<file path="config.mk">
export PLATFORM = sky130hd
export DESIGN_NAME = sh_tx
export DESIGN_NICKNAME = d
export VERILOG_FILES = /design/src/rtl/sh_pkg.sv /design/src/rtl/sh_slot_timer.sv /design/src/rtl/sh_tx.sv
export SDC_FILE = /design/constraint.sdc
export NUM_CORES = 1
export LEC_CHECK = 0
export ABC_AREA = 1
export ABC_CLOCK_PERIOD_IN_PS = 2950
export CORE_ASPECT_RATIO = 1.1
export CORE_MARGIN = 8
export CORE_UTILIZATION = 40
export DETAILED_ROUTE_END_ITERATION = 8
export GPL_TIMING_DRIVEN = 0
export PLACE_DENSITY = 0.72
export SLEW_MARGIN = 20
export SYNTH_ARGS = -nofsm -noshare
export SYNTH_HDL_FRONTEND = slang
export SYNTH_SLANG_ARGS = --single-unit
</file>
<file path="constraint.sdc">
create_clock -name clk -period 2.95 [get_ports clk]
set_clock_uncertainty 0.1 [all_clocks]
set_input_delay 0.4425 -clock clk [delete_from_list [all_inputs] [get_ports clk]]
set_output_delay 0.4425 -clock clk [all_outputs]
set_load 0.1 [all_outputs]
</file>
<file path="src/rtl/sh_pkg.sv">
// Shared constants and state encoding for the slot-synchronised OOK link (tx and rx sync).
package sh_pkg;
  localparam int PREAMBLE_SIZE    = 8;
  localparam int PACKET_SIZE      = 24;
  localparam int DEFAULT_INTERVAL = 10000;
  localparam int SLOT_W           = 14;

  typedef enum logic [1:0] {
    ST_IDLE     = 2'd0,
    ST_PREAMBLE = 2'd1,
    ST_DATA     = 2'd2,
    ST_DONE     = 2'd3
  } sh_state_t;
endpackage

</file>
<file path="src/rtl/sh_slot_timer.sv">
// Free-running slot counter: counts 0..period-1 while enabled, flags the last cycle of each slot.
module sh_slot_timer
  import sh_pkg::*;
(
  input  logic              clk,
  input  logic              rst,
  input  logic              en,
  input  logic              clr,
  input  logic [SLOT_W-1:0] period,
  output logic              slot_end,
  output logic [SLOT_W-1:0] count
);
  assign slot_end = en && (count == period - 1'b1);

  always_ff @(posedge clk or negedge rst) begin
    if (!rst) begin
      count <= '0;
    end else if (clr) begin
      count <= '0;
    end else if (en) begin
      count <= slot_end ? '0 : count + 1'b1;
    end
  end
endmodule

</file>
<file path="src/rtl/sh_tx.sv">
// OOK slot transmitter: 8 preamble pulses then 24 NRZ data bits, one bit per slot, MSB first.
module sh_tx #(
  parameter int PULSE_WIDTH      = 100,
  parameter int DEFAULT_INTERVAL = sh_pkg::DEFAULT_INTERVAL
) (
  input  logic        clk,
  input  logic        rst,
  input  logic        start,
  input  logic        abort,
  input  logic [23:0] data_in,
  input  logic [13:0] interval_in,
  output logic        tx_out,
  output logic        busy,
  output logic        tx_rdy,
  output logic        tx_done
);
  import sh_pkg::*;

  localparam logic [13:0] DEF_IVL = 14'(DEFAULT_INTERVAL);

  sh_state_t   state, state_nxt;
  logic [23:0] shift_reg;
  logic [13:0] ivl_reg, slot_cnt;
  logic [4:0]  bit_cnt;
  logic        slot_end, accept, tx_nxt, last_slot, timer_en, timer_clr;

  assign accept    = (state == ST_IDLE) && start && !abort;
  assign timer_en  = (state == ST_PREAMBLE) || (state == ST_DATA);
  assign timer_clr = !timer_en || abort;
  assign last_slot = (state == ST_PREAMBLE) ? (bit_cnt == 5'(PREAMBLE_SIZE - 1))
                                            : (bit_cnt == 5'(PACKET_SIZE - 1));

  sh_slot_timer u_slot_timer (
    .clk      (clk),
    .rst      (rst),
    .en       (timer_en),
    .clr      (timer_clr),
    .period   (ivl_reg),
    .slot_end (slot_end),
    .count    (slot_cnt)
  );

  // tx_nxt is the line level for the count/state/shift value that becomes current after this edge,
  // so the registered tx_out always lines up with slot_cnt.
  always_comb begin
    state_nxt = state;
    tx_nxt    = 1'b0;
    case (state)
      ST_IDLE: begin
        if (accept) begin
          state_nxt = ST_PREAMBLE;
          tx_nxt    = 1'b1;
        end
      end
      ST_PREAMBLE: begin
        if (slot_end && last_slot) begin
          state_nxt = ST_DATA;
          tx_nxt    = shift_reg[23];
        end else if (slot_end) begin
          tx_nxt = 1'b1;
        end else begin
          tx_nxt = ({18'd0, slot_cnt} + 32'd1) < 32'(PULSE_WIDTH);
        end
      end
      ST_DATA: begin
        if (slot_end && last_slot) state_nxt = ST_DONE;
        else if (slot_end)         tx_nxt = shift_reg[22];
        else                       tx_nxt = shift_reg[23];
      end
      ST_DONE: state_nxt = ST_IDLE;
      default: state_nxt = ST_IDLE;
    endcase
    if (abort) begin
      state_nxt = ST_IDLE;
      tx_nxt    = 1'b0;
    end
  end

  always_ff @(posedge clk or negedge rst) begin
    if (!rst) state <= ST_IDLE;
    else      state <= state_nxt;
  end

  always_ff @(posedge clk or negedge rst) begin
    if (!rst) begin
      tx_out    <= 1'b0;
      shift_reg <= '0;
      ivl_reg   <= DEF_IVL;
      bit_cnt   <= '0;
    end else begin
      tx_out <= tx_nxt;
      if (accept) begin
        shift_reg <= data_in;
        ivl_reg   <= ({18'd0, interval_in} < 32'(2 * PULSE_WIDTH)) ? DEF_IVL : interval_in;
      end else if ((state == ST_DATA) && slot_end) begin
        shift_reg <= {shift_reg[22:0], 1'b0};
      end
      if (state_nxt != state) bit_cnt <= '0;
      else if (slot_end)      bit_cnt <= bit_cnt + 1'b1;
    end
  end

  // Gated by rst so no accept strobe can escape while reset holds the FSM in IDLE.
  assign tx_rdy  = accept && rst;
  assign busy    = (state != ST_IDLE);
  assign tx_done = (state == ST_DONE) && !abort;
endmodule

</file>
==> metrics.cfg <==
[power_and_ir_drop]
power_density_nw_per_um2=734
leakage_nw=2.29
ir_drop_mv=0.381
finalPower_mw=3.53

[grt]
grt_pass1_wl_um=15900
grt_max_degree=58
grt_pass1_vias=3453
gr-total-overflow=0
antenna_found_initial=0
grt_util_all_layers_pct=14.8

[sta]
fin_hold_ws_ps=352
setup_violations=0
fmax_mhz=356
min_period_ps=2810
slew_violations=0
slew_headroom_pct=34.7
fin_ws_ps=140
hold_viol=0
worst-slew-pin-transition_ps=977
min_period_over_period_pct=95.2

[routing]
dr.pass1.iters=4
drtIter0Drc=120
wirelength_um=9060
drc=0
vias=3415
wl_per_cell_um=13.2
antenna_left=0
vias_per_cell=4.99

[logic_synthesis]
yosysUniqueCellTypes=40
ys.warnings.count=0
synthFlopType=dfrtp_1
postSynthAreaPerCell_um2=7.82
synth_fp_nets=551
synth-seq-cells=60
syn-cell-area_um2=3920
synth_edf_count=0
synth-async-reset-ratio_pct=100
ys_seq_area_share_pct=38.5
synthCells=501

[placement]
port_buffers=45
dp_slack_ps=-873
placed_cell_area_um2=4550
gp_congestion=0.892
hpwl_um=6960

[clock_network]
clkSinkCount=60
path_clk_slew_ps=70
cts_tree=built
worstSkewPairLatency_ps=340
root_buffer=clkbuf_8
htreeDepth=3
cts_buffers=9
cts_buffer_depth=2

[setup_path]
cp-start-kind=input pin
critPathKind=input pin to output pin
crit_fanout=5
cp-end-kind=output pin
cp.required_ps=2410
worstPathArrival_ps=2270

[layout]
layout.area.seq_um2=1510
fillers=945
diodes=0
final_core_util_pct=49.6
largest_reg_flops=24
area_growth_pct=22.7
layout-drive-gt1-share_pct=17.3
finalInstanceArea_um2=4810
multi_input_area_um2=2040
fin_nets=610

[die]
start_util_pct=40.4
die_h_um=120
fp.dieW_um=110
rows=38
die_area_um2=13200
ioPinCount=46
coreArea_um2=9700

[worst_hold_path]
hp-class=input pin to asynchronous set/reset pin

[status]
status=finished clean

[job]
max_cap_violations=0

path summary, 6_finish.rpt:
check | slack (ps) | from | cells past startpoint | end
max in group asynchronous | 1880 | rst | 3 | ivl_reg[13]
setup / recovery | 140 | abort | 3 | tx_done
hold / removal | 350 | rst | 2 | ivl_reg[12]
hold reg to reg | 420 | shift_reg[2] | 2 | shift_reg[2]
min in group clk | 420 | shift_reg[2] | 2 | shift_reg[2]
setup reg to reg | 380 | state[0] | 17 | bit_cnt[0]
cell usage in the layout (no fill, tap or decap), types with 4 or more instances in the layout:
| cell type | instances |
|---|---|
| o21ai_0 | 13 |
| nor2_2 | 8 |
| o211ai_2 | 16 |
| xor2_1 | 14 |
| buf_4 | 5 |
| nand3_2 | 5 |
| o21ai_2 | 16 |
| nor2_1 | 58 |
| clkbuf_8 | 10 |
| inv_2 | 4 |
| nor3_1 | 6 |
| clkinvlp_4 | 4 |
| dfstp_2 | 5 |
| xnor2_1 | 10 |
| clkdlybuf4s50_1 | 42 |
| nand3_1 | 35 |
| o211ai_1 | 7 |
| nand2_2 | 5 |
| ha_1 | 8 |
| nand2_1 | 120 |
| dfrtp_1 | 55 |
| nand4_1 | 5 |
| clkbuf_1 | 5 |
| o21ai_1 | 6 |
| inv_1 | 63 |
synth_stat cells, types with 2 or more instances:
cell type,number,area share [%]
clkinv_1,3,0.29
and2_1,2,0.32
clkbuf_1,6,0.57
o211ai_1,7,1.3
nand3_1,35,4.5
a31oi_1,3,0.48
inv_2,4,0.38
nand2_4,3,0.86
nand4_1,5,0.80
nand3b_1,2,0.38
o21ai_1,6,0.77
nand3_2,5,1.3
nand2_1,120,11
xnor2_1,10,2.2
a21oi_1,3,0.38
nand2_2,5,0.80
buf_2,4,0.51
xor2_1,14,3.1
o21ai_2,16,3.6
o21ai_0,13,1.7
dfrtp_1,55,35
nor2_1,60,5.7
buf_12,2,1.0
inv_1,64,6.1
nor3_1,6,0.77
nor2_2,7,1.1
ha_1,8,2.6
nor2_8,2,1.0
o211ai_2,16,5.1
dfstp_2,5,3.4
logic make-up (layout without fill, tap and decap cells):
group	Yosys count	count (layout)	synth area share [%]
compound gates	67	67	13.9
buf+inv	86	150	9.77
simple gates	255	255	29.7
xor+xnor	24	24	5.36
flops	60	60	38.5
fa+ha+maj	8	8	2.55
mux	1	1	0.255
worst max-delay path: stages:
cell and delay, ps:
clkdlybuf4s50_1 530, nor2_1 150, clkdlybuf4s50_1 1150
metrics by stage:
step | cells | TNS, ps
global placement | 666 | -36440
CTS | 683 | 0
global route | 685 | -7.71
detailed placement | 667 | -873
finish | 685 | 0
floorplan | 501 | 0
routing by layer:
metal  share of wire (%)  routed length, um  global-route usage [%]
met3                 3.5                315                    2.57
met4                 1.6                142                    5.42
met2                  50               4560                    24.7
met5                   0                  0                       0
met1                  45               4040                    18.4
power by group:
group / total (mW) / internal, mW / switching [mW]
logic: 1.43 / 0.533 / 0.900
registers: 1.25 / 1.09 / 0.163
clock network: 0.841 / 0.497 / 0.344
total: 3.53 / 2.12 / 1.41
final cells by class:
type | count | area share, %
plain buffers | 14 | 2.39
clock buffers | 10 | 2.86
clock inverters | 6 | 1.82
inverters | 71 | 5.62
multi-input cells | 355 | 42.4
flip-flops and latches | 60 | 31.4
well taps | 120 | 3.12
repair buffers | 49 | 10.4
repair_timing:
| item | CTS | global route |
|---|---|---|
| setup endpoints to repair | 2 | 1 |
| hold buffers | 1 | 0 |
| pin swaps | 0 | 0 |
| gates resized for setup | 11 | 1 |
| setup buffers | 0 | 2 |
| hold endpoints to repair | 4 | 0 |
No activity file was read; power rests on OpenSTA's default activity.
